**config.mk**
```make
export PLATFORM = sky130hd
export DESIGN_NAME = fp_mul_pipe_flat
export DESIGN_NICKNAME = d
export VERILOG_FILES = /design/src/rtl/fp_mul_pipe_if.sv /design/src/rtl/fp_mul_pipe.sv /design/src/flat_wrapper.sv
export SDC_FILE = /design/constraint.sdc
export NUM_CORES = 2
export LEC_CHECK = 0
export BUFFER_PORTS_ARGS = -buffer_cell sky130_fd_sc_hd__buf_2
export CORE_MARGIN = 2
export CORE_UTILIZATION = 60
export DETAILED_ROUTE_END_ITERATION = 10
export PLACE_DENSITY = 0.85
export SLEW_MARGIN = 20
export SYNTH_ARGS = -nofsm -noshare
export SYNTH_HDL_FRONTEND = slang
export SYNTH_SLANG_ARGS = --single-unit
```
**constraint.sdc**
```tcl
create_clock -name clk -period 12.27 [get_ports clk]
set_clock_uncertainty 0.2 [all_clocks]
set_input_delay 1.8405 -clock clk [delete_from_list [all_inputs] [get_ports clk]]
set_output_delay 1.8405 -clock clk [all_outputs]
set_load 0.005 [all_outputs]
```
**src/rtl/fp_mul_pipe_if.sv**
```systemverilog
// Operand/result handshake bundle for fp_mul_pipe; widths follow the exponent/fraction parameters.
interface fp_mul_pipe_if #(
  parameter int EXP_W = 8,
  parameter int MAN_W = 23
);
  localparam int XLEN = 1 + EXP_W + MAN_W;

  logic            in_valid;
  logic            in_ready;
  logic [XLEN-1:0] a;
  logic [XLEN-1:0] b;
  logic            out_valid;
  logic            out_ready;
  logic [XLEN-1:0] result;
  logic [3:0]      flags;

  modport slave (
    input  in_valid, a, b, out_ready,
    output in_ready, out_valid, result, flags
  );

  modport master (
    output in_valid, a, b, out_ready,
    input  in_ready, out_valid, result, flags
  );
endinterface

```
**src/rtl/fp_mul_pipe.sv**
```systemverilog
// Three-stage IEEE-754 multiplier: classify, multiply/exponent add, normalise/round/pack.
// One global enable from the output stage stalls every stage together so results never reorder.
module fp_mul_pipe #(
  parameter int EXP_W = 8,
  parameter int MAN_W = 23
) (
  input logic          clk,
  input logic          rst_n,
  fp_mul_pipe_if.slave bus
);
  localparam int XLEN   = 1 + EXP_W + MAN_W;
  localparam int SIG_W  = MAN_W + 1;
  localparam int PROD_W = 2 * SIG_W;
  localparam int E_W    = EXP_W + 2;
  localparam logic signed [E_W-1:0] BIAS   = E_W'((1 << (EXP_W - 1)) - 1);
  localparam logic signed [E_W-1:0] E_MAX  = E_W'((1 << EXP_W) - 1);
  localparam logic signed [E_W-1:0] E_ZERO = '0;
  localparam logic [EXP_W-1:0]      EXP_ONES = '1;

  typedef enum logic [1:0] {SP_NONE, SP_NAN, SP_INF, SP_ZERO} special_t;

  logic adv;
  logic v1_reg, v2_reg, v3_reg;

  assign adv          = !v3_reg || bus.out_ready;
  assign bus.in_ready = adv;
  assign bus.out_valid = v3_reg;

  logic [1:0][XLEN-1:0]  opnd;
  logic [1:0][EXP_W-1:0] exp_f;
  logic [1:0][MAN_W-1:0] frac_f;
  logic [1:0]            sgn, is_zero, is_inf, is_nan, is_snan;

  assign opnd = {bus.b, bus.a};

  genvar gi;
  generate
    for (gi = 0; gi < 2; gi++) begin : g_cls
      assign sgn[gi]     = opnd[gi][XLEN-1];
      assign exp_f[gi]   = opnd[gi][XLEN-2 -: EXP_W];
      assign frac_f[gi]  = opnd[gi][MAN_W-1:0];
      // Subnormals fall into the zero class (flush-to-zero on input).
      assign is_zero[gi] = (exp_f[gi] == '0);
      assign is_inf[gi]  = (exp_f[gi] == EXP_ONES) && (frac_f[gi] == '0);
      assign is_nan[gi]  = (exp_f[gi] == EXP_ONES) && (frac_f[gi] != '0);
      assign is_snan[gi] = is_nan[gi] && !frac_f[gi][MAN_W-1];
    end
  endgenerate

  logic     inf_zero;
  special_t sp1_next;

  assign inf_zero = (is_inf[0] && is_zero[1]) || (is_inf[1] && is_zero[0]);

  always_comb begin
    sp1_next = SP_NONE;
    if ((|is_nan) || inf_zero) begin
      sp1_next = SP_NAN;
    end else if (|is_inf) begin
      sp1_next = SP_INF;
    end else if (|is_zero) begin
      sp1_next = SP_ZERO;
    end
  end

  special_t              sp1_reg, sp2_reg;
  logic                  sign1_reg, sign2_reg, inv1_reg, inv2_reg;
  logic [EXP_W-1:0]      ea1_reg, eb1_reg;
  logic [SIG_W-1:0]      ma1_reg, mb1_reg;
  logic [PROD_W-1:0]     prod2_reg;
  logic signed [E_W-1:0] e2_reg;
  logic [XLEN-1:0]       result_reg, result_next;
  logic [3:0]            flags_reg, flags_next;

  always_ff @(posedge clk) begin
    if (!rst_n) begin
      v1_reg     <= 1'b0;
      v2_reg     <= 1'b0;
      v3_reg     <= 1'b0;
      result_reg <= '0;
      flags_reg  <= '0;
    end else if (adv) begin
      v1_reg <= bus.in_valid;
      v2_reg <= v1_reg;
      v3_reg <= v2_reg;
      if (v2_reg) begin
        result_reg <= result_next;
        flags_reg  <= flags_next;
      end
    end
  end

  always_ff @(posedge clk) begin
    if (adv) begin
      sign1_reg <= sgn[0] ^ sgn[1];
      sp1_reg   <= sp1_next;
      inv1_reg  <= inf_zero || (|is_snan);
      ea1_reg   <= exp_f[0];
      eb1_reg   <= exp_f[1];
      ma1_reg   <= {1'b1, frac_f[0]};
      mb1_reg   <= {1'b1, frac_f[1]};

      sign2_reg <= sign1_reg;
      sp2_reg   <= sp1_reg;
      inv2_reg  <= inv1_reg;
      prod2_reg <= PROD_W'(ma1_reg) * PROD_W'(mb1_reg);
      e2_reg    <= $signed({2'b00, ea1_reg}) + $signed({2'b00, eb1_reg}) - BIAS;
    end
  end

  assign bus.result = result_reg;
  assign bus.flags  = flags_reg;

  logic [PROD_W-1:0]     prod_n;
  logic signed [E_W-1:0] e_n, e_r;
  logic [SIG_W-1:0]      sig;
  logic [SIG_W:0]        sig_r;
  logic [MAN_W-1:0]      frac_r;
  logic                  guard, rnd, sticky, round_up;

  always_comb begin
    // Left-align the leading one instead of shifting right; the exponent bump is the same.
    prod_n   = prod2_reg[PROD_W-1] ? prod2_reg : {prod2_reg[PROD_W-2:0], 1'b0};
    e_n      = e2_reg + $signed({{(E_W-1){1'b0}}, prod2_reg[PROD_W-1]});
    sig      = prod_n[PROD_W-1 -: SIG_W];
    guard    = prod_n[MAN_W];
    rnd      = prod_n[MAN_W-1];
    sticky   = |prod_n[MAN_W-2:0];
    round_up = guard && (rnd || sticky || sig[0]);
    sig_r    = {1'b0, sig} + {{SIG_W{1'b0}}, round_up};
    frac_r   = sig_r[SIG_W] ? sig_r[MAN_W:1] : sig_r[MAN_W-1:0];
    e_r      = e_n + $signed({{(E_W-1){1'b0}}, sig_r[SIG_W]});

    result_next = '0;
    flags_next  = '0;
    case (sp2_reg)
      SP_NAN: begin
        result_next = {1'b0, EXP_ONES, 1'b1, {(MAN_W-1){1'b0}}};
        flags_next  = {inv2_reg, 3'b000};
      end
      SP_INF:  result_next = {sign2_reg, EXP_ONES, {MAN_W{1'b0}}};
      SP_ZERO: result_next = {sign2_reg, {(EXP_W+MAN_W){1'b0}}};
      default: begin
        if (e_r >= E_MAX) begin
          result_next = {sign2_reg, EXP_ONES, {MAN_W{1'b0}}};
          flags_next  = 4'b0101;
        end else if (e_r <= E_ZERO) begin
          result_next = {sign2_reg, {(EXP_W+MAN_W){1'b0}}};
          flags_next  = 4'b0011;
        end else begin
          result_next = {sign2_reg, e_r[EXP_W-1:0], frac_r};
          flags_next  = {3'b000, guard | rnd | sticky};
        end
      end
    endcase
  end
endmodule

```
**src/flat_wrapper.sv**
```systemverilog
// flat-port wrapper written by rule: the top's interface ports become plain ports
module fp_mul_pipe_flat 
#(
  parameter int EXP_W = 8,
  parameter int MAN_W = 23
)
  (clk, rst_n, bus_in_valid, bus_a, bus_b, bus_out_ready, bus_in_ready, bus_out_valid, bus_result, bus_flags);
  fp_mul_pipe_if #(.EXP_W(EXP_W), .MAN_W(MAN_W)) bus_i ();
  input logic clk;
  input logic rst_n;
  input wire logic [$bits(bus_i.in_valid)-1:0] bus_in_valid;
  input wire logic [$bits(bus_i.a)-1:0] bus_a;
  input wire logic [$bits(bus_i.b)-1:0] bus_b;
  input wire logic [$bits(bus_i.out_ready)-1:0] bus_out_ready;
  output wire logic [$bits(bus_i.in_ready)-1:0] bus_in_ready;
  output wire logic [$bits(bus_i.out_valid)-1:0] bus_out_valid;
  output wire logic [$bits(bus_i.result)-1:0] bus_result;
  output wire logic [$bits(bus_i.flags)-1:0] bus_flags;
  assign bus_i.in_valid = bus_in_valid;
  assign bus_i.a = bus_a;
  assign bus_i.b = bus_b;
  assign bus_i.out_ready = bus_out_ready;
  assign bus_in_ready = bus_i.in_ready;
  assign bus_out_valid = bus_i.out_valid;
  assign bus_result = bus_i.result;
  assign bus_flags = bus_i.flags;
  fp_mul_pipe #(.EXP_W(EXP_W), .MAN_W(MAN_W)) u_core (.clk(clk), .rst_n(rst_n), .bus(bus_i));
endmodule
```
==> flow_summary.ini <==
[clocking]
cts.sink_count = 167
clockRootBuffer = clkbuf_16
cts_made_buffers = 17
cts-resized-gates = 0
cts_tree = yes
clk_pin_slew_ns = 0.08
cts-htree-levels = 4
cts_hold_buffers = 0
clk_path_buf_depth = 2
clock_latency_ns = 0.48
cts_setup_buffers = 0

[floorplanning]
coreArea_um2 = 43100
num_rows = 76
initial_core_util_pct = 60.7
pin_count = 106
dieArea_um2 = 45300
fp.dieW_um = 213
die_height_um = 213

[place]
dp_cells = 3339
io_buffers = 105
place_area_um2 = 27100
routabilityCongestion = 0.989
dp_hpwl_mm = 54.4

[detailed_routing]
post-route-drc-count = 0
ant_nets = 0
num_vias = 19600
drt-initial-drc-count = 1874
wl_per_cell_um = 21.0
drtPass1Iterations = 5
avgViaCountPerCell = 5.80
drt-total-wl_mm = 70.8

[finish]
multiInputGateArea_um2 = 18800
final_nets = 3515
fin_area_um2 = 27800
drive_above_1_share_pct = 6.53
regArea_um2 = 4620
largest_reg_flops = 48
fill_cells = 3315
post-route-util_pct = 64.5
fin_cells = 3376
area_delta_synth_final_pct = 6.36

[worst_setup_path]
critical_path_arrival_ns = 8.45
cp_max_fo = 16
required_ns = 12.34
cp-start-kind = flip-flop
cp-end-kind = flip-flop
path_class = reg2reg

[sta]
grt_setup_unrepaired = no
worstMarginPinSlew_ns = 1.27
timing.fmax_mhz = 119
setup_tns_ns = 0
hold_viol_final = 0
slew_viol_final = 0
period_needed_ns = 8.38
slew_headroom_pct = 15.2
setup_viol = 0
timing.final.crit_share_pct = 68.3

[run_status]
status = complete, no violations

[logic_synthesis]
yosysUniqueCellTypes = 76
synth_edf_count = 128
syn_area_per_cell_um2 = 9.52
seq_area_frac_synth_pct = 17.7
ys_async_sr_fraction_pct = 0
synth_ff_type = edfxtp_1
ys_warn_count = 0
netlist_instances = 2745
syn-cell-area_um2 = 26100
synth.ff_latch_count = 167
syn_nets = 3485

[global_routing]
grt_pass1_vias = 21000
grt_max_degree = 80
grt_overflow = 0
grt_pass1_wl_mm = 113
track_usage_pct = 33.2
grt_antenna_before_repair = 1

[flow_run]
drv_cap = 0

[worst_hold_path]
hp-class = reg2reg
## Yosys cell counts, drive strengths merged, types with 20 or more instances
library cell | n | area, µm²
a21o | 35 | 263
nor3 | 20 | 116
edfxtp | 128 | 3840
xnor2 | 52 | 455
o21ai | 45 | 225
nand3 | 30 | 150
fa | 484 | 9690
xor2 | 35 | 307
ha | 188 | 2350
nor2 | 98 | 368
a21oi | 84 | 420
clkbuf | 115 | 433
and2 | 263 | 1650
dfxtp | 39 | 781
nand4 | 21 | 131
inv | 600 | 2250
nand2 | 312 | 1170
## metrics by stage
step	setup WS, ns	hold WS, ns
floorplan	4.64	0.200
global placement	4.28	0.202
detailed placement	4.16	0.211
CTS	4.09	0.228
global route	3.59	0.256
finish	3.89	0.230
## critical path: stages (launching register included)
cell and delay, ns:
edfxtp_1 0.86, clkinv_1 0.58, nor2_1 0.28, fa_1 0.47, fa_1 0.51, inv_1 0.05
fa_1 0.39, fa_1 0.54, inv_1 0.05, fa_1 0.47, fa_1 0.53, inv_1 0.05
fa_1 0.47, inv_1 0.04, ha_1 0.38, a21oi_1 0.20, o21ai_0 0.16, nor4b_1 0.50
a21oi_1 0.20, o21ai_0 0.48, and2_1 0.24, o21ai_0 0.12, o311ai_0 0.38
## layer usage
| metal | share of wire (%) | routed length (µm) | up-vias | GRT usage (%) |
|---|---|---|---|---|
| met5 | 0 | 0 | - | 0 |
| met4 | 4.6 | 3280 | 0 | 14.9 |
| met3 | 12 | 8350 | 255 | 10.5 |
| met2 | 45 | 31700 | 1145 | 51.1 |
| met1 | 39 | 27400 | 9696 | 43.5 |
| li1 | - | - | 8492 | - |
## area by class of cell
type | instances | area share, %
diodes | 3 | 0.0270
clock buffers | 17 | 1.53
clock inverters | 15 | 0.707
inverters | 605 | 8.17
multi-input cells | 1852 | 67.6
flip-flops and latches | 167 | 16.6
well taps | 585 | 2.63
repair buffers | 132 | 2.72
## path summary, 6_finish.rpt
check | slack (ns) | cells after the start | endpoint | from
worst min-delay path | 0.23 | 0 | u_core.inv2_reg | u_core.inv1_reg
worst min register to register | 0.23 | 0 | u_core.inv2_reg | u_core.inv1_reg
worst max-delay path | 3.89 | 22 | u_core.prod2_reg[41] | u_core.mb1_reg[8]
worst max register to register | 3.89 | 22 | u_core.prod2_reg[41] | u_core.mb1_reg[8]
## logic make-up (layout without fill, tap and decap cells)
| logic type | after synthesis | in the layout | synth area share (%) |
|---|---|---|---|
| AO/OA/AOI/OAI | 262 | 262 | 6.49 |
| XOR/XNOR | 87 | 87 | 2.91 |
| adder cells (fa/ha/maj) | 672 | 672 | 46.1 |
| buffers and inverters | 726 | 769 | 10.5 |
| flip-flops | 167 | 167 | 17.7 |
| multiplexers | 14 | 14 | 0.555 |
| other | 0 | 3 | 0 |
| AND/OR/NAND/NOR | 817 | 817 | 15.8 |
## cells in the final DEF (no fill, tap or decap), types with 6 or more instances in the layout
cell	Yosys	final
nand3_1	30	30
o21bai_1	15	15
inv_1	600	600
dfxtp_1	39	39
nand4_1	21	21
a211oi_1	9	9
xor2_1	35	35
a21boi_0	6	6
edfxtp_1	128	128
a21oi_1	84	84
ha_1	188	188
a31oi_1	8	8
nor2_1	98	98
nor3_1	18	18
and2_1	261	261
xnor2_1	52	52
a22o_1	9	9
buf_2	3	105
nand2b_1	10	9
o211ai_1	8	8
o21ai_0	45	45
nand2_1	312	312
buf_4	1	25
a21o_1	35	35
fa_1	484	484
nor4_1	17	17
mux2i_1	10	10
clkbuf_16	0	17
Power is left out: the tool's default activity adds up to more than one toggle a clock period on the data nets, which glitch-free logic cannot reach.
